--- src/rtl/ym_timer_ctrl.sv ---
// Register decode, free-running prescaler and IRQ folding for the YM2610 Timer A/B pair.
// Bus writes take effect one cycle after WR; STATUS/nIRQ follow the overflow flags by one cycle.
module ym_timer_ctrl #(
   parameter int PRESCALE = 144,
   parameter int B_DIV    = 16
) (
   input  logic       CLK,
   input  logic       RESET,
   input  logic       WR,
   input  logic       A0,
   input  logic [7:0] DIN,
   output logic       TICK_A,
   output logic       TICK_B,
   output logic [9:0] TA_VALUE,
   output logic [7:0] TB_VALUE,
   output logic       LOAD_A,
   output logic       LOAD_B,
   output logic       CLR_RUN_A,
   output logic       CLR_RUN_B,
   output logic       CLR_FLAG_A,
   output logic       CLR_FLAG_B,
   input  logic       OVF_FLAG_A,
   input  logic       OVF_FLAG_B,
   output logic [1:0] STATUS,
   output logic       nIRQ
);

   localparam int CNT_W = (PRESCALE > 1) ? $clog2(PRESCALE) : 1;
   localparam int DIV_W = (B_DIV > 1) ? $clog2(B_DIV) : 1;
   localparam logic [CNT_W-1:0] CNT_LAST = CNT_W'(PRESCALE - 1);
   localparam logic [DIV_W-1:0] DIV_LAST = DIV_W'(B_DIV - 1);

   logic [CNT_W-1:0] cnt_q, cnt_d;
   logic [DIV_W-1:0] div_q, div_d;
   logic             tick_a_q, tick_a_d;
   logic             tick_b_q, tick_b_d;
   logic [7:0]       addr_q, addr_d;
   logic [9:0]       ta_q, ta_d;
   logic [7:0]       tb_q, tb_d;
   logic             start_a_q, start_a_d;
   logic             start_b_q, start_b_d;
   logic             en_a_q, en_a_d;
   logic             en_b_q, en_b_d;
   logic             pend_a_q, pend_a_d;
   logic             pend_b_q, pend_b_d;
   logic             clr_run_a_q, clr_run_a_d;
   logic             clr_run_b_q, clr_run_b_d;
   logic             clr_flag_a_q, clr_flag_a_d;
   logic             clr_flag_b_q, clr_flag_b_d;
   logic [1:0]       status_q, status_d;
   logic             nirq_q, nirq_d;
   logic             wrap;

   always_comb begin
      wrap         = (cnt_q == CNT_LAST);
      cnt_d        = wrap ? '0 : cnt_q + 1'b1;
      div_d        = div_q;
      if (wrap) begin
         div_d = (div_q == DIV_LAST) ? '0 : div_q + 1'b1;
      end
      tick_a_d     = wrap;
      tick_b_d     = wrap && (div_q == DIV_LAST);

      addr_d       = addr_q;
      ta_d         = ta_q;
      tb_d         = tb_q;
      start_a_d    = start_a_q;
      start_b_d    = start_b_q;
      en_a_d       = en_a_q;
      en_b_d       = en_b_q;
      // A pending load survives until the timer has had one tick to sample it.
      pend_a_d     = pend_a_q & ~tick_a_q;
      pend_b_d     = pend_b_q & ~tick_b_q;
      clr_run_a_d  = 1'b0;
      clr_run_b_d  = 1'b0;
      clr_flag_a_d = 1'b0;
      clr_flag_b_d = 1'b0;

      status_d     = {OVF_FLAG_B & en_b_q, OVF_FLAG_A & en_a_q};
      nirq_d       = ~|status_d;

      if (WR && !A0) begin
         addr_d = DIN;
      end else if (WR && A0) begin
         case (addr_q)
            8'h24: ta_d[9:2] = DIN;
            8'h25: ta_d[1:0] = DIN[1:0];
            8'h26: tb_d      = DIN;
            8'h27: begin
               if (DIN[0] && !start_a_q) pend_a_d = 1'b1;
               if (!DIN[0]) begin
                  pend_a_d    = 1'b0;
                  clr_run_a_d = 1'b1;
               end
               if (DIN[1] && !start_b_q) pend_b_d = 1'b1;
               if (!DIN[1]) begin
                  pend_b_d    = 1'b0;
                  clr_run_b_d = 1'b1;
               end
               start_a_d    = DIN[0];
               start_b_d    = DIN[1];
               en_a_d       = DIN[2];
               en_b_d       = DIN[3];
               clr_flag_a_d = DIN[4];
               clr_flag_b_d = DIN[5];
            end
            default: ;
         endcase
      end
   end

   always_ff @(posedge CLK or posedge RESET) begin
      if (RESET) begin
         cnt_q        <= '0;
         div_q        <= '0;
         tick_a_q     <= 1'b0;
         tick_b_q     <= 1'b0;
         addr_q       <= '0;
         ta_q         <= '0;
         tb_q         <= '0;
         start_a_q    <= 1'b0;
         start_b_q    <= 1'b0;
         en_a_q       <= 1'b0;
         en_b_q       <= 1'b0;
         pend_a_q     <= 1'b0;
         pend_b_q     <= 1'b0;
         clr_run_a_q  <= 1'b0;
         clr_run_b_q  <= 1'b0;
         clr_flag_a_q <= 1'b0;
         clr_flag_b_q <= 1'b0;
         status_q     <= '0;
         nirq_q       <= 1'b1;
      end else begin
         cnt_q        <= cnt_d;
         div_q        <= div_d;
         tick_a_q     <= tick_a_d;
         tick_b_q     <= tick_b_d;
         addr_q       <= addr_d;
         ta_q         <= ta_d;
         tb_q         <= tb_d;
         start_a_q    <= start_a_d;
         start_b_q    <= start_b_d;
         en_a_q       <= en_a_d;
         en_b_q       <= en_b_d;
         pend_a_q     <= pend_a_d;
         pend_b_q     <= pend_b_d;
         clr_run_a_q  <= clr_run_a_d;
         clr_run_b_q  <= clr_run_b_d;
         clr_flag_a_q <= clr_flag_a_d;
         clr_flag_b_q <= clr_flag_b_d;
         status_q     <= status_d;
         nirq_q       <= nirq_d;
      end
   end

   assign TICK_A     = tick_a_q;
   assign TICK_B     = tick_b_q;
   assign TA_VALUE   = ta_q;
   assign TB_VALUE   = tb_q;
   assign LOAD_A     = pend_a_q;
   assign LOAD_B     = pend_b_q;
   assign CLR_RUN_A  = clr_run_a_q;
   assign CLR_RUN_B  = clr_run_b_q;
   assign CLR_FLAG_A = clr_flag_a_q;
   assign CLR_FLAG_B = clr_flag_b_q;
   assign STATUS     = status_q;
   assign nIRQ       = nirq_q;

endmodule

--- config.mk ---
export PLATFORM = sky130hd
export DESIGN_NAME = ym_timer_ctrl
export DESIGN_NICKNAME = d
export VERILOG_FILES = /design/src/rtl/ym_timer_ctrl.sv
export SDC_FILE = /design/constraint.sdc
export NUM_CORES = 1
export LEC_CHECK = 0
export CAP_MARGIN = 20
export CORE_ASPECT_RATIO = 0.6
export CORE_MARGIN = 2
export CORE_UTILIZATION = 30
export DETAILED_ROUTE_END_ITERATION = 8
export GPL_ROUTABILITY_DRIVEN = 0
export PLACE_DENSITY_LB_ADDON = 0.05
export SLEW_MARGIN = 15
export SYNTH_ARGS = -nofsm -noshare
export SYNTH_HDL_FRONTEND = slang
export SYNTH_SLANG_ARGS = --single-unit
--- constraint.sdc ---
create_clock -name CLK -period 6.3 [get_ports CLK]
set_input_delay 0.945 -clock CLK [delete_from_list [all_inputs] [get_ports CLK]]
set_output_delay 0.945 -clock CLK [all_outputs]
set_load 0.01 [all_outputs]
======== Word-level counts from Yosys, hierarchy flattened ========
Index checks and enable logic that the tools add are counted.
storage, ports and cells
  flip-flop bits (word level) ............. 53
  bits of input ports ..................... 14
  output and inout bits ................... 29
  word-level logic and storage cells ...... 75
cells by class
  add/sub/neg operators ................... 2
  eq/ne operators ......................... 6
  multiplexer cells ....................... 26
  bitwise gates (word level) .............. 7
  reductions and logical operators ........ 14
operators by type and width
  operator                                                         count
  8-bit by 6-bit == test with 1-bit output, second input constant  4
  1-bit 2-to-1 mux                                                 24
  3-bit AND reduction                                              4
  8-bit by 1-bit adder with 8-bit output, second input constant    1
  8-bit == test, second input constant                             1
  8-bit 2-to-1 mux                                                 1
  1-bit logical AND                                                5
  4-bit by 1-bit adder with 4-bit output, second input constant    1
  1-bit AND                                                        4
  4-bit == test, second input constant                             1
  1-bit logical NOT                                                4
  4-bit 2-to-1 mux                                                 1
  1-bit NOT                                                        3
  2-bit OR reduction                                               1

======== Depth between registers and ports, before layout ========
Gate-level depths: netlist (run 1).
  depth after elaboration ................. 7
  mapped depth ............................ 5
  gate-level depth less buffers ........... 4

======== Worst setup path before layout (run 1) ========
Ideal clock, no wire load.
  path type ............................... reg2reg
  start ................................... reg addr_q[7]
  end ..................................... reg ta_q[2], in the netlist TA_VALUE[2]
  library setup time ...................... 0.125 ns
  arrival ................................. 1.942 ns
  data required time ...................... 6.175 ns
  path slack .............................. 4.232 ns
  stages on the path, launching flop included .. 6
  path buffers ............................ 2
  period minus slack after synthesis ...... 2.068 ns
  cell sequence ........................... dfrtp_1 or4b_1 buf_2 or4_4 buf_6 mux2_4
on the way
  cells in the longest elaborated chain, start to end .. 2
ends and longest elaborated chain
  element                                   RTL line  RTL
  start, declared                           37        logic [7:0] addr_q, addr_d;
  start signal, assigned                    138       addr_q <= addr_d;
  8-bit by 6-bit == test with 1-bit output  85        case (addr_q)
  3-bit AND reduction (no source line)      --
  end signal, assigned                      139       ta_q <= ta_d;
  end, declared                             38        logic [9:0] ta_q, ta_d;
No other way between the ends.
A chain may end at the register's enable or synchronous reset.

======== Final worst setup path (run 1) ========
  start ................................... in WR
  end ..................................... reg start_a_q
on the way
  cells in the longest elaborated chain, start to end .. 3
  elaborated cells on any way between the ends .. 4
  classes of those cells .................. bitwise: 1; reduce/logical: 3
ends and longest elaborated chain
  element                                 RTL line  RTL
  start, declared                         9         input logic WR,
  1-bit logical AND                       82        if (WR && !A0) begin
  1-bit NOT (no source line)              --
  3-bit AND reduction (no source line) *  --
  end signal, assigned                    141       start_a_q <= start_a_d;
  end, declared                           40        logic start_a_q, start_a_d;
Mark *: on every way between the ends. The rest lies on a longest branch, timed or not.

==> summary.txt, run 1 <==
Routing
  • DR vias: 1330
  • Residual DRC count: 5
  • DRT Wirelength: 4460 µm
  • Routed Antenna Nets: 0
  • DR WL/cell: 15.8 µm
  • Drt via density: 4.70
  • Initial DRT Pass Iterations: 6
  • Starting DRT DRC Count: 59

Worst hold path
  • Hold WC Path Type: reg2reg
  • Worst Hold Depth: 1

Critical path
  • R2r endpoint: TB_VALUE[6]
  • Crit Path Class: in2reg
  • Worst path slowest cell: nor3_1
  • Worst Path Required: 6.47 ns
  • Crit path capture: start_a_q
  • Reg2reg start: addr_q[7]
  • Worst path max stage delay: 0.64 ns
  • Critical path, cell by cell: clkdlybuf4s50_1 > nand3_1 > nor3_1 > mux2_2
  • Crit. path cell count: 4
  • Critical path endpoint category: register
  • Peak fanout along the critical path: 6
  • CP Buf/Inv Count: 1
  • Critical Path Source Type: input pin
  • R2r setup slk: 3.99 ns
  • Reg2reg path depth: 3
  • Arrival time of the worst setup path: 2.68 ns
  • Crit path from: WR
  • Top delay family on crit path: simple AND/OR/NAND/NOR gates

STA
  • Tcrit/Tclk final: 0.398
  • Worst Tran Pin Value: 0.801 ns
  • Final hold viol count: 0
  • Post-layout min period: 2.51 ns
  • Max Slew Vio Count: 0
  • Hold_ws: 0.483 ns
  • Max-slew headroom: 0.463
  • Max Freq: 0.399 GHz
  • RSZ-0062 raised after global routing: false
  • Final setup violation count: 0
  • Post-Route Setup TNS: 0 ns
  • Worst Skew: 0.00650 ns

Final layout
  • Final core utilization: 0.416
  • Antenna diodes: 0
  • Area Overhead vs Synth: 31.6%
  • Post-layout net count: 211
  • Leading cell type in the layout, fill and taps excluded: dfrtp_1
  • Final std cells w/o fill: 283
  • Commonest non-fill, non-tap cells in the layout: dfrtp_1 (52), clkdlybuf4s50_1 (42), mux2_2 (24)
  • Layout cells sized above 1: 0.245
  • FILL cells: 628

Floorplan
  • Rows: 23
  • Core area: 6790 µm²
  • Die X: 113 µm
  • I/O pins: 43
  • Die area: 7880 µm²
  • Die span in y: 69.6 µm
  • Initial Util: 0.316

Synthesis
  • Post-synth ARST share: 1.00
  • Post-synth top area share: 0.606
  • Post-synthesis cell count: 149
  • Primary FF master, synth: dfrtp_1
  • Cell Area, Synth: 2150 µm²
  • Ranking of synthesized cells by area: dfrtp_1 (61%), mux2_2 (13%), mux2_4 (5.6%)
  • Yosys reg bits: 53
  • Post-synth top area cell: dfrtp_1
  • Number of synthesized flops with an enable pin: 0
  • Seq/Total Area, Yosys: 0.618
  • Cell variety after synth: 38
  • Syn avg cell area: 14.4 µm²
  • Syn_nets: 165
  • Syn. warnings: 0

Global routing
  • Pin count of the biggest net entering global routing: 36
  • Initial antenna violation count: 0
  • Vias in the first global route: 1332
  • GR Util All Layers: 0.121
  • Grt total ovfl: 0
  • First-pass GRT wire length: 7320 µm

Pwr
  • Pwr Density: 266 nW/µm²
  • VDD IR-drop max: 0.000111 V
  • Leakage: 1.29 nW
  • Total Power: 0.753 mW

Clock tree
  • Post-CTS Setup Inserts: 0
  • CTS buffer count: 5
  • Post-CTS Resized: 0
  • Clock buffer depth: 2
  • Clock Pin Slew Worst Setup and Hold Paths: 0.07 ns
  • Skew-Pair Late Insertion Delay: 0.28 ns
  • Hold-fix buffers, CTS: 0
  • CTS tree: built
  • CTS root buf: clkbuf_16
  • Max H-tree Level: 2
  • Sink Count: 53

Flow run
  • Max Cap Viol: 0

Placed design
  • DP Wirelength: 3250 µm
  • # port buffers: 42
  • Placed cells: 275

Outcome
  • Status: complete, but fails checks
  • Failing checks: design-rule violations
state kept, by name, indices dropped and copies added, names as in the netlist, 2 cells and up:
| name | flops |
|---|---|
| cnt_q | 8 |
| addr_q | 8 |
| TB_VALUE | 8 |
| div_q | 4 |
| TA_VALUE | 10 |
| STATUS | 2 |
cells in the mapped netlist (2+ instances only):
| cell type | n |
|---|---|
| and2_1 | 4 |
| clkbuf_1 | 2 |
| dfrtp_1 | 52 |
| ha_1 | 2 |
| mux2_2 | 24 |
| mux2_4 | 8 |
| nand2_1 | 4 |
| nand2b_1 | 3 |
| nand3_1 | 5 |
| nand3b_1 | 2 |
| nor2_1 | 7 |
| nor2b_1 | 3 |
| nor3_2 | 2 |
| nor4_1 | 3 |
| o22a_1 | 2 |
| xor2_1 | 4 |
area by class of cell:
class	instances	area, µm²	share of cell area
sequential	53	1330	0.470
multi-input combinational	91	793	0.281
timing repair buffer	43	440	0.156
clock buffer	6	139	0.0491
tap	87	109	0.0385
clock inverter	2	13.8	0.00487
inverter	1	3.75	0.00133
kinds of logic (layout without fill, tap and decap cells):
logic type      count (synthesis)  count (layout)  synth area share
xor+xnor                        5               5            0.0204
mux                            32              32             0.182
fa+ha+maj                       2               2            0.0116
compound gates                  9               9            0.0338
buf+inv                         5              52            0.0128
flops                          53              53             0.618
simple gates                   43              43             0.122
through the flow:
step                      setup WS [ns]  cell area [µm²]
final                              3.79             2830
after detailed placement           3.50             2670
after CTS                          3.80             2830
after global routing               3.71             2830
after floorplan                    4.07             2150
after global placement             3.59             2650
worst min path at each step:
stage	start	to	slack, ns
after floorplan	cnt_q[0]	cnt_q[0]	0.45
after global placement	cnt_q[0]	cnt_q[0]	0.47
after detailed placement	cnt_q[0]	cnt_q[0]	0.47
final	cnt_q[0]	cnt_q[0]	0.48
after global routing	cnt_q[0]	cnt_q[0]	0.51
after CTS	cnt_q[0]	cnt_q[0]	0.48
report_power, final:
group,internal [mW],total (mW),switching (mW),leakage [nW]
combinational,0.0604,0.0976,0.0372,0.517
sequential,0.366,0.380,0.0143,0.693
clock,0.158,0.275,0.117,0.0768
routing by layer:
layer  share of wire  wire length [µm]  track usage  vias to the layer above
li1                -                 -            -                      626
met1            0.56              2480        0.196                      659
met2            0.36              1620        0.146                       41
met3           0.070               314       0.0420                        4
met4           0.010                46       0.0325                        0
met5               0                 0            0                        -
No activity file was read; power rests on OpenSTA's default activity.
==> run 2, diff against run 1 <==
==> constraint.sdc (replaced) <==
create_clock -name CLK -period 2.6 [get_ports CLK]
set_input_delay 0.39 -clock CLK [delete_from_list [all_inputs] [get_ports CLK]]
set_output_delay 0.39 -clock CLK [all_outputs]
set_load 0.01 [all_outputs]
==> run 2 against run 1 <==
Net effect: sequential cell count unchanged; sequential power up 140%; the run still ends with design-rule violations left; non-clock buffer count up 3; critical path depth down 1.
==> summary.txt, run 2 (synthesized netlist as in run 1, its figures left out) <==
Outcome
  • Status: complete, but fails checks
  • Failing checks: design-rule violations

Critical path
  • Reg2reg start: addr_q[7]
  • CP Buf/Inv Count: 0 (-1)
  • Arrival time of the worst setup path: 2.36 ns (-0.32 ns)
  • Top delay family on crit path: simple AND/OR/NAND/NOR gates
  • Crit Path Class: reg2reg
  • Crit path from: addr_q[7]
  • Worst path slowest cell: or4_4
  • Critical Path Source Type: register
  • Critical path, cell by cell: or4b_1 > or4_4 > mux2_4
  • Peak fanout along the critical path: 8 (+2)
  • Critical path endpoint category: register
  • Worst Path Required: 2.77 ns (-3.70 ns)
  • Worst path max stage delay: 0.69 ns (+0.05 ns)

Pwr
  • Leakage: 1.32 nW (+2.6%)
  • Switching pwr: 0.407 mW (+140%)
  • Total Power: 1.99 mW (+160%)
  • Int Pwr: 1.58 mW (+170%)
  • VDD IR-drop max: 0.000270 V (+140%)
  • Clock share of power: 0.418 (+0.053)
  • Seq pwr share: 0.464 (-0.041)
  • Pwr Density: 689 nW/µm² (+160%)
  • Comb pwr share: 0.119 (-0.011)
  • Switching part of the total: 0.204 (-0.0190)

Final layout
  • Leading cell type in the layout, fill and taps excluded: dfrtp_1
  • Final core utilization: 0.425 (+0.00884)
  • Layout cells sized above 1: 0.256 (+0.0114)
  • Area Overhead vs Synth: 34.4%
  • Final std cells w/o fill: 286 (+1.1%)
  • FILL cells: 621 (-1.1%)
  • Antenna diodes: 0 (unchanged)
  • Post-layout net count: 214 (+1.4%)
  • Largest register FFs: 10 (unchanged)
  • Commonest non-fill, non-tap cells in the layout: dfrtp_1 (52), clkdlybuf4s50_1 (42), mux2_2 (24)

Routing
  • Routed Antenna Nets: 0 (unchanged)
  • Drt via density: 4.69 (-0.30%)
  • Initial DRT Pass Iterations: 6 (unchanged)
  • DRT Wirelength: 4540 µm (+1.8%)
  • Starting DRT DRC Count: 42 (-29%)
  • DR vias: 1340 (+0.75%)
  • Residual DRC count: 5 (unchanged)
  • DR WL/cell: 15.9 µm (+0.75%)

Global routing
  • Pin count of the biggest net entering global routing: 32 (-11%)
  • Vias in the first global route: 1392 (+4.5%)
  • Grt peak-use layer: met1
  • First-pass GRT wire length: 7620 µm (+4.2%)
  • M2 GR Usage: 0.151 (+0.00532)
  • Initial antenna violation count: 0 (unchanged)
  • GR Util met3: 0.0358 (-0.00612)
  • Grt total ovfl: 0 (unchanged)
  • GR Util All Layers: 0.126 (+0.00492)
  • Routing usage on met1: 0.209 (+0.0128)

Clock tree
  • Post-CTS Resized: 0 (unchanged)
  • Skew-Pair Late Insertion Delay: 0.29 ns (about the same)
  • CTS root buf: clkbuf_16
  • Clock Pin Slew Worst Setup and Hold Paths: 0.06 ns (about the same)
  • Max H-tree Level: 2 (unchanged)
  • Clock buffer depth: 2 (unchanged)
  • CTS buffer count: 5 (unchanged)
  • Sink Count: 53 (unchanged)
  • Hold-fix buffers, CTS: 0 (unchanged)
  • Post-CTS Setup Inserts: 0 (unchanged)
  • CTS tree: built

Placed design
  • # port buffers: 42 (unchanged)
  • Placed cells: 278 (+1.1%)
  • DP Wirelength: 3330 µm (+2.4%)

STA
  • Max-slew headroom: 0.659 (+0.196)
  • Post-Route Setup TNS: 0 ns (unchanged)
  • Final setup violation count: 0 (unchanged)
  • Final hold viol count: 0 (unchanged)
  • Post-layout min period: 2.19 ns
  • RSZ-0062 raised after global routing: false
  • Max Slew Vio Count: 0 (unchanged)
  • Max Freq: 0.457 GHz
  • Tcrit/Tclk final: 0.841
  • Worst Skew: 0.00230 ns (-0.00420 ns)
  • Worst Tran Pin Value: 0.511 ns (-0.290 ns)

Floorplan
  • Die span in y: 69.6 µm (unchanged)
  • I/O pins: 43 (unchanged)
  • Die area: 7880 µm² (unchanged)
  • Die X: 113 µm (unchanged)
  • Initial Util: 0.316 (unchanged)
  • Rows: 23 (unchanged)
  • Core area: 6790 µm² (unchanged)

Worst hold path
  • Hold WC Path Type: in2async

Flow run
  • Max Cap Viol: 0 (unchanged)
run 2: cell count changes in the layout (fill, tap and decap cells not counted):
cell	before	now
clkinv_4	1	0
clkbuf_8	1	0
bufinv_16	0	2
buf_4	0	3
run 2: worst paths after layout:
kind	endpoint	slack, ns	cells past startpoint
worst min-delay path	TB_VALUE[6]	0.45	2
worst max-delay path	TA_VALUE[9]	0.41	3
max in group asynchronous	nIRQ	1.54	3
worst max register to register	TA_VALUE[9]	0.41	3
worst min register to register	cnt_q[0]	0.49	1
min in group CLK	cnt_q[0]	0.49	1
run 2: metal layers:
layer / up-vias / part of all wire
met1: 662 / 0.57
met4: 0 / 0.013
met2: 36 / 0.36
li1: 635 / -
met5: - / 0
met3: 7 / 0.053
run 2: cell type report:
cell class                 count  area [µm²]  area share
sequential                    53        1330       0.460
clock inverter                 3        65.1      0.0225
timing repair buffer          46         463       0.160
tap                           87         109      0.0377
inverter                       1        3.75     0.00130
multi-input combinational     91         793       0.275
clock buffer                   5         125      0.0433
run 2: metrics by stage:
stage          hold WS [ns]  setup WS (ns)  area [µm²]
6_report              0.454          0.413        2890
5_1_grt               0.513          0.355        2890
4_1_cts               0.470          0.406        2890
3_5_place_dp          0.478          0.411        2700
3_3_place_gp          0.469          0.451        2700
2_1_floorplan         0.448          0.532        2150
run 2: power by group through the flow:
stage | logic, mW | registers, mW | clock network [mW]
6_report | 0.236 | 0.923 | 0.831
3_5_place_dp | 0.239 | 0.937 | 0
5_1_grt | 0.255 | 0.934 | 0.890
3_3_place_gp | 0.237 | 0.935 | 0
4_1_cts | 0.240 | 0.923 | 0.854
2_1_floorplan | 0.0935 | 0.948 | 0
==> run 3, diff against run 2 <==
==> constraint.sdc (replaced) <==
create_clock -name CLK -period 1.75 [get_ports CLK]
set_input_delay 0.2625 -clock CLK [delete_from_list [all_inputs] [get_ports CLK]]
set_output_delay 0.2625 -clock CLK [all_outputs]
set_load 0.01 [all_outputs]
==> run 3 against run 2 <==
Net effect: critical path depth rose by 1; die area stayed put; worst setup slack worse by 0.60 ns; highest routed layer unchanged; largest cell class unchanged; sequential share of layout area decreased by 1.7 points; register-to-register slack got worse by 0.60 ns; the run ends with design-rule violations, negative setup slack left; clock skew up 0.0035 ns; core utilization is 1.7 points higher; first-iteration DRC count grew 4.8%; sequential power is 48% higher; clock power increased by 50%; non-clock buffer count grew 10; routed wire length shrank 2.4%.
==> summary.txt, run 3 (synthesized netlist as in run 1, its figures left out) <==
Pwr
  • Pwr Density: 995 nW/µm² (+44%)
  • Leakage: 1.40 nW (+5.7%)
  • VDD IR-drop max: 0.000412 V (+53%)
  • Total Power: 2.99 mW (+50%)

Placed design
  • Placed cells: 288 (+3.6%)
  • # port buffers: 42 (unchanged)
  • DP Wirelength: 3070 µm (-7.7%)
  • Area of placed instances: 2770 µm² (+2.8%)

Final layout
  • Final std cells w/o fill: 296 (+3.5%)
  • Antenna diodes: 0 (unchanged)
  • Final core utilization: 0.442 (+0.0168)
  • Finished Cell Area: 3000 µm² (+3.9%)
  • Layout cells sized above 1: 0.316 (+0.0595)
  • Leading cell type in the layout, fill and taps excluded: dfrtp_1
  • Area Overhead vs Synth: 39.7%
  • Commonest non-fill, non-tap cells in the layout: dfrtp_1 (52), clkdlybuf4s50_1 (42), mux2_2 (23)
  • Post-layout net count: 224 (+4.7%)
  • Largest register FFs: 10 (unchanged)

Routing
  • Routed Antenna Nets: 0 (unchanged)
  • DR WL/cell: 15.0 µm (-5.7%)
  • Starting DRT DRC Count: 44 (+4.8%)
  • Drt via density: 4.66 (-0.49%)
  • Residual DRC count: 2 (-3)
  • Initial DRT Pass Iterations: 6 (unchanged)
  • DR vias: 1380 (+3.0%)
  • DRT Wirelength: 4430 µm (-2.4%)

Clock tree
  • Skew-Pair Late Insertion Delay: 0.29 ns (about the same)
  • Clock Pin Slew Worst Setup and Hold Paths: 0.07 ns (about the same)
  • Clock buffer depth: 2 (unchanged)
  • CTS root buf: clkbuf_16
  • CTS buffer count: 5 (unchanged)
  • CTS tree: built
  • Sink Count: 53 (unchanged)
  • Post-CTS Setup Inserts: 0 (unchanged)
  • Max H-tree Level: 2 (unchanged)

Global routing
  • GR Util All Layers: 0.122 (-0.00340)
  • Grt total ovfl: 0 (unchanged)
  • First-pass GRT wire length: 7450 µm (-2.3%)
  • Routing usage on met1: 0.181 (-0.0280)
  • Vias in the first global route: 1418 (+1.9%)
  • Grt peak-use layer: met1
  • Pin count of the biggest net entering global routing: 54 (+69%)
  • M2 GR Usage: 0.169 (+0.0180)
  • Initial antenna violation count: 0 (unchanged)
  • GR Util met3: 0.0376 (+0.00175)

Floorplan
  • Die X: 113 µm (unchanged)
  • I/O pins: 43 (unchanged)
  • Core area: 6790 µm² (unchanged)
  • Rows: 23 (unchanged)
  • Die area: 7880 µm² (unchanged)
  • Die span in y: 69.6 µm (unchanged)
  • Initial Util: 0.316 (unchanged)

STA
  • RSZ-0062 raised after global routing: true
  • Max Slew Vio Count: 0 (unchanged)
  • Hold_ws: 0.341 ns (-0.112 ns)
  • Worst Tran Pin Value: 0.394 ns (-0.118 ns)
  • Tcrit/Tclk final: 1.10 (+0.264)
  • Worst Skew: 0.00579 ns (+0.00349 ns)
  • Post-layout min period: 1.93 ns (-0.253 ns)
  • Final setup violation count: 26 (+26)
  • Final Worst Setup Slack: -0.183 ns (-0.597 ns)
  • Max-slew headroom: 0.738 (+0.0790)
  • Max Freq: 0.517 GHz (+13%)
  • Final hold viol count: 0 (unchanged)

Outcome
  • Status: complete, but fails checks
  • Failing checks: design-rule violations, negative setup slack

Flow run
  • Max Cap Viol: 0 (unchanged)

Critical path
  • Arrival time of the worst setup path: 2.11 ns (-0.25 ns)
  • Worst Path Required: 1.92 ns (-0.85 ns)
  • Crit Path Class: reg2reg
  • Critical path endpoint category: register
  • Critical Path Source Type: register
  • Peak fanout along the critical path: 4 (-4)

Worst hold path
  • Hold WC Path Type: in2async
[run 3: cell count changes in the layout (fill, tap and decap cells not counted), moves of 2 or more]
cell / before / now
nor2_1: 7 / 5
buf_4: 3 / 10
buf_6: 0 / 3
nor2_2: 0 / 2
[run 3: path summary, 6_finish.rpt]
path                       slack [ns]  cells after the start      start          end
max                             -0.18                      4  addr_q[3]  TA_VALUE[1]
min reg2reg                      0.47                      1   cnt_q[0]     cnt_q[0]
max reg2reg                     -0.18                      4  addr_q[3]  TA_VALUE[1]
min                              0.34                      3      RESET  TA_VALUE[4]
max in group asynchronous        1.13                      3      RESET         nIRQ
min in group CLK                 0.47                      1   cnt_q[0]     cnt_q[0]
[run 3: report_power, final]
| group | switching (mW) | internal [mW] | total, mW |
|---|---|---|---|
| clock network | 0.433 | 0.817 | 1.25 |
| registers | 0.0513 | 1.32 | 1.37 |
| logic | 0.137 | 0.230 | 0.367 |
[run 3: what timing repair did]
item | CTS | global route
setup endpoints to repair | 28 | 31
endpoints found under the hold margin | 0 | 0
hold buffers | 0 | 0
pin swaps | 3 | 0
gates resized for setup | 9 | 1
[run 3: metrics by stage]
stage,TNS [ns],setup slack (ns)
3_3_place_gp,-5.27,-0.276
3_5_place_dp,-5.52,-0.295
4_1_cts,-3.92,-0.188
6_report,-4.03,-0.183
2_1_floorplan,-5.06,-0.304
5_1_grt,-5.44,-0.227
[run 3: cell type report]
type,count,area [µm²]
repair buffers,56,549
clock buffers,5,125
clock inverters,3,65.1
well taps,87,109
inverters,1,3.75
flip-flops and latches,53,1330
multi-input cells,91,821
fillers,615,3790
[run 3: per-layer routing]
metal / up-vias / routed length (µm)
met1: 687 / 2350
met3: 5 / 231
li1: 654 / -
met2: 34 / 1800
met4: 0 / 51
met5: - / 0
[run 3: worst max-delay path, stage by stage, from the launching register on]
cell	delay [ns]
dfrtp_1	0.38
or4b_4	0.55
buf_6	0.14
or4_4	0.43
mux2_4	0.31
==> edit 1 (config.mk and constraints of run 2) <==
Make the reset (`RESET`) synchronous in one clocked block.
--- a/src/rtl/ym_timer_ctrl.sv
+++ b/src/rtl/ym_timer_ctrl.sv
@@ -109,7 +109,7 @@
       end
    end
 
-   always_ff @(posedge CLK or posedge RESET) begin
+   always_ff @(posedge CLK) begin
       if (RESET) begin
          cnt_q        <= '0;
          div_q        <= '0;
Check against the original RTL: differs if RESET is asserted again (counterexample within 4 cycles, from zero or initial values and one cycle with RESET high); with RESET held inactive, the same outputs for 10 cycles.
==> edit 1 against run 2 <==
  * Area after synthesis decreased by 1.9%
  * Worst setup slack improved by 0.36 ns
  * Clock skew about the same
  * Sequential cell count unchanged
  * Wire length increased by 17%
  * Design area decreased by 3.4%
  * Fmax increased by 19%
  * Critical endpoint is now TA_VALUE[5]
Power is not compared: it rests on default switching activity, and its combinational part moved more than twofold at a synthesized area within 25%.
==> edit 1: results <==
[run_status]
status = "completed"

[timing]
fin_worst_skew_ns = 0.00253
tightest_slew_ns = 0.736

[place]
dp_hpwl_mm = 3.81
dpl.cell_count = 338

[critical_path]
reg2reg_from = "addr_q[4]"
reg2reg_slack_ns = 0.79
critPathSlowestCell = "nor4bb_1"
cp-startpoint = "WR"
reg2reg_to = "LOAD_A"
crit_arrival_ns = 1.99
cp_max_fo = 4

[logic_synthesis]
synth_area_leaders = "dfxtp_1, mux2i_1, a21oi_1, nand2_1, nand4_1"
synth_mux_area_share_pct = 8.55
ys_top_cells_by_count = "dfxtp_1, mux2i_1, nand2_1"
ys_types = 34
synth_fa_ha_area_share_pct = 1.19
synth_fp_nets = 235

[finish]
multi_input_area_um2 = 966
inv_count = 4
nFillCells = 662
regArea_mm2 = 0.00106
multi_input_comb_cells = 146
clk_share_pct = 6.19
buffers = 48
fin_nets = 274

[global_route]
grt_max_degree = 31
track_usage_pct = 14.5
grt_pass1_vias = 1576

[routing]
dr.pass1.iters = 4
drt_first_iter_violations = 78
wl_per_cell_um = 15.4

[worst_hold_path]
hold_class = "reg -> reg"
edit 1: kinds of logic (layout without fill, tap and decap cells):
kind of cell | count (synthesis) | count (layout)
xor gates and xnor gates | 3 | 3
buffers and inverters | 20 | 60
DFF | 53 | 53
AOI/OAI and AO/OA | 36 | 36
and+or+nand+nor | 87 | 87
muxes | 18 | 18
adders and majority gates | 2 | 2
edit 1: metrics by stage:
stage	area [um^2]	worst slack (ns)	hold WS, ns	util [%]
finish	2790	0.769	0.460	41.4
global route	2790	0.609	0.483	41.4
CTS	2790	0.772	0.464	41.4
detailed placement	2620	0.469	0.455	38.9
global placement	2620	0.440	0.451	38.9
floorplan	2110	1.08	0.441	-
edit 1: routing by layer:
layer | vias to the layer above | global-route usage, % | share of wire (%)
met5 | - | 0 | 0
met4 | 0 | 3.66 | 0.79
met1 | 783 | 22.6 | 57
met3 | 2 | 4.28 | 5.5
met2 | 44 | 18.8 | 37
li1 | 881 | - | -
==> edit 2 (settings of run 2) <==
Without the edit above. Set the parameter `B_DIV` to 64 (it was 16).
--- a/src/rtl/ym_timer_ctrl.sv
+++ b/src/rtl/ym_timer_ctrl.sv
@@ -2,7 +2,7 @@
 // Bus writes take effect one cycle after WR; STATUS/nIRQ follow the overflow flags by one cycle.
 module ym_timer_ctrl #(
    parameter int PRESCALE = 144,
-   parameter int B_DIV    = 16
+   parameter int B_DIV    = 64
 ) (
    input  logic       CLK,
    input  logic       RESET,
Formal check against the unedited RTL: same outputs for any inputs over 10 cycles, from zero or initial values and one cycle with RESET high; that may be too few to reach the edited logic, so the function may still have changed.
==> edit 2 against run 2 <==
  * Power shrank 13%
  * Fmax grew 19%
  * Sequential cell count grew 2
  * Worst setup slack gained 0.35 ns
  * Sequential share of layout area grew 1.1 points
  * Critical path type is now in -> reg
  * Largest cell class unchanged
  * Design area grew 1.3%
  * Area after synthesis grew 4.3%
  * Wire length grew 5.3%
==> edit 2: results <==
[timing]
tightest_slew_ns = 0.711
hold_viol_final = 0
fin_worst_skew_ns = 0.00490
setup_ws_ns = 0.760
whs_ns = 0.489

[global_route]
grt_max_degree = 56
track_usage_pct = 12.6
grt_pass1_wl_mm = 7.85
grt_pass1_vias = 1464

[finish]
antenna_cells = 0
fin_nets = 227
layout-drive-gt1-share_pct = 22.7
largest_reg_flops = 10
stdcell_count = 315
nFillCells = 687

[critical_path]
reg2reg_slack_ns = 0.90
cp-startpoint = "A0"
reg2reg_to = "TA_VALUE[5]"
crit_path_end_kind = "flop"
reg2reg_from = "addr_q[3]"
slowest_delay_ns = 0.47
crit_arrival_ns = 2.01
critPathSlowestCell = "clkdlybuf4s50_1"

[clocking]
ctsResizeCount = 0
cts_buffer_depth = 2
cts_buffers = 5
clkSlewWorstSetupHoldPaths_ns = 0.07

[routing]
dr.pass1.iters = 4
drt_first_iter_violations = 22
vias_per_cell = 4.57
wl_per_cell_um = 15.2

[place]
dpl.cell_count = 308
pre_cts_slack_ns = 0.450
postPlaceCellArea_mm2 = 0.00278
dp_hpwl_mm = 3.37

[logic_synthesis]
ys_top_cells_by_count = "dfrtp_1, mux2_2, nor2_1"
synth_xor_area_share_pct = 2.35
netlist_instances = 165
async_flop_share_pct = 100
synth_fa_ha_area_share_pct = 1.12
ys.flop_type = "dfrtp_1"
synth_area_leaders = "dfrtp_1, mux2_2, and4bb_2, nand3_1, nand4b_1"
synth_compound_area_share_pct = 5.03
yosys_warnings = 0
yosysSeqAreaShare_pct = 61.5
synth_mux_area_share_pct = 14.6
synth_fp_nets = 181

[power_and_ir_drop]
power.leakage_nw = 1.34
ir_drop_uv = 292

[run_status]
status = "completed"

[worst_hold_path]
min_from = "addr_q[5]"
hold_class = "reg -> reg"
## edit 2: critical path, delay by kind of cell
kind / cells / cell delay, ns
buffers and inverters: 1 / 0.47
multiplexers: 1 / 0.37
AND/OR/NAND/NOR: 2 / 0.78
## edit 2: routing by layer
metal  vias up  track usage [%]  share of wire [%]
met5         -                0                  0
met4         0             3.61               0.71
met3         2             3.60                6.0
met2        38             16.6                 40
met1       716             19.9                 53
li1        683                -                  -
## edit 2: final cells by class
type | count | area [um^2] | share of cell area, %
repair buffers | 44 | 435 | 14.9
well taps | 104 | 130 | 4.45
flip-flops and latches | 55 | 1380 | 47.1
multi-input cells | 100 | 817 | 28.0
inverters | 5 | 18.8 | 0.642
clock inverters | 1 | 5.00 | 0.171
clock buffers | 6 | 139 | 4.75
## edit 2: where the power goes
group / total (mW) / leakage (nW) / internal, mW / switching, mW
Clock: 0.657 / 0.0727 / 0.376 / 0.280
Sequential: 0.921 / 0.722 / 0.897 / 0.0234
Combinational: 0.155 / 0.541 / 0.0903 / 0.0644
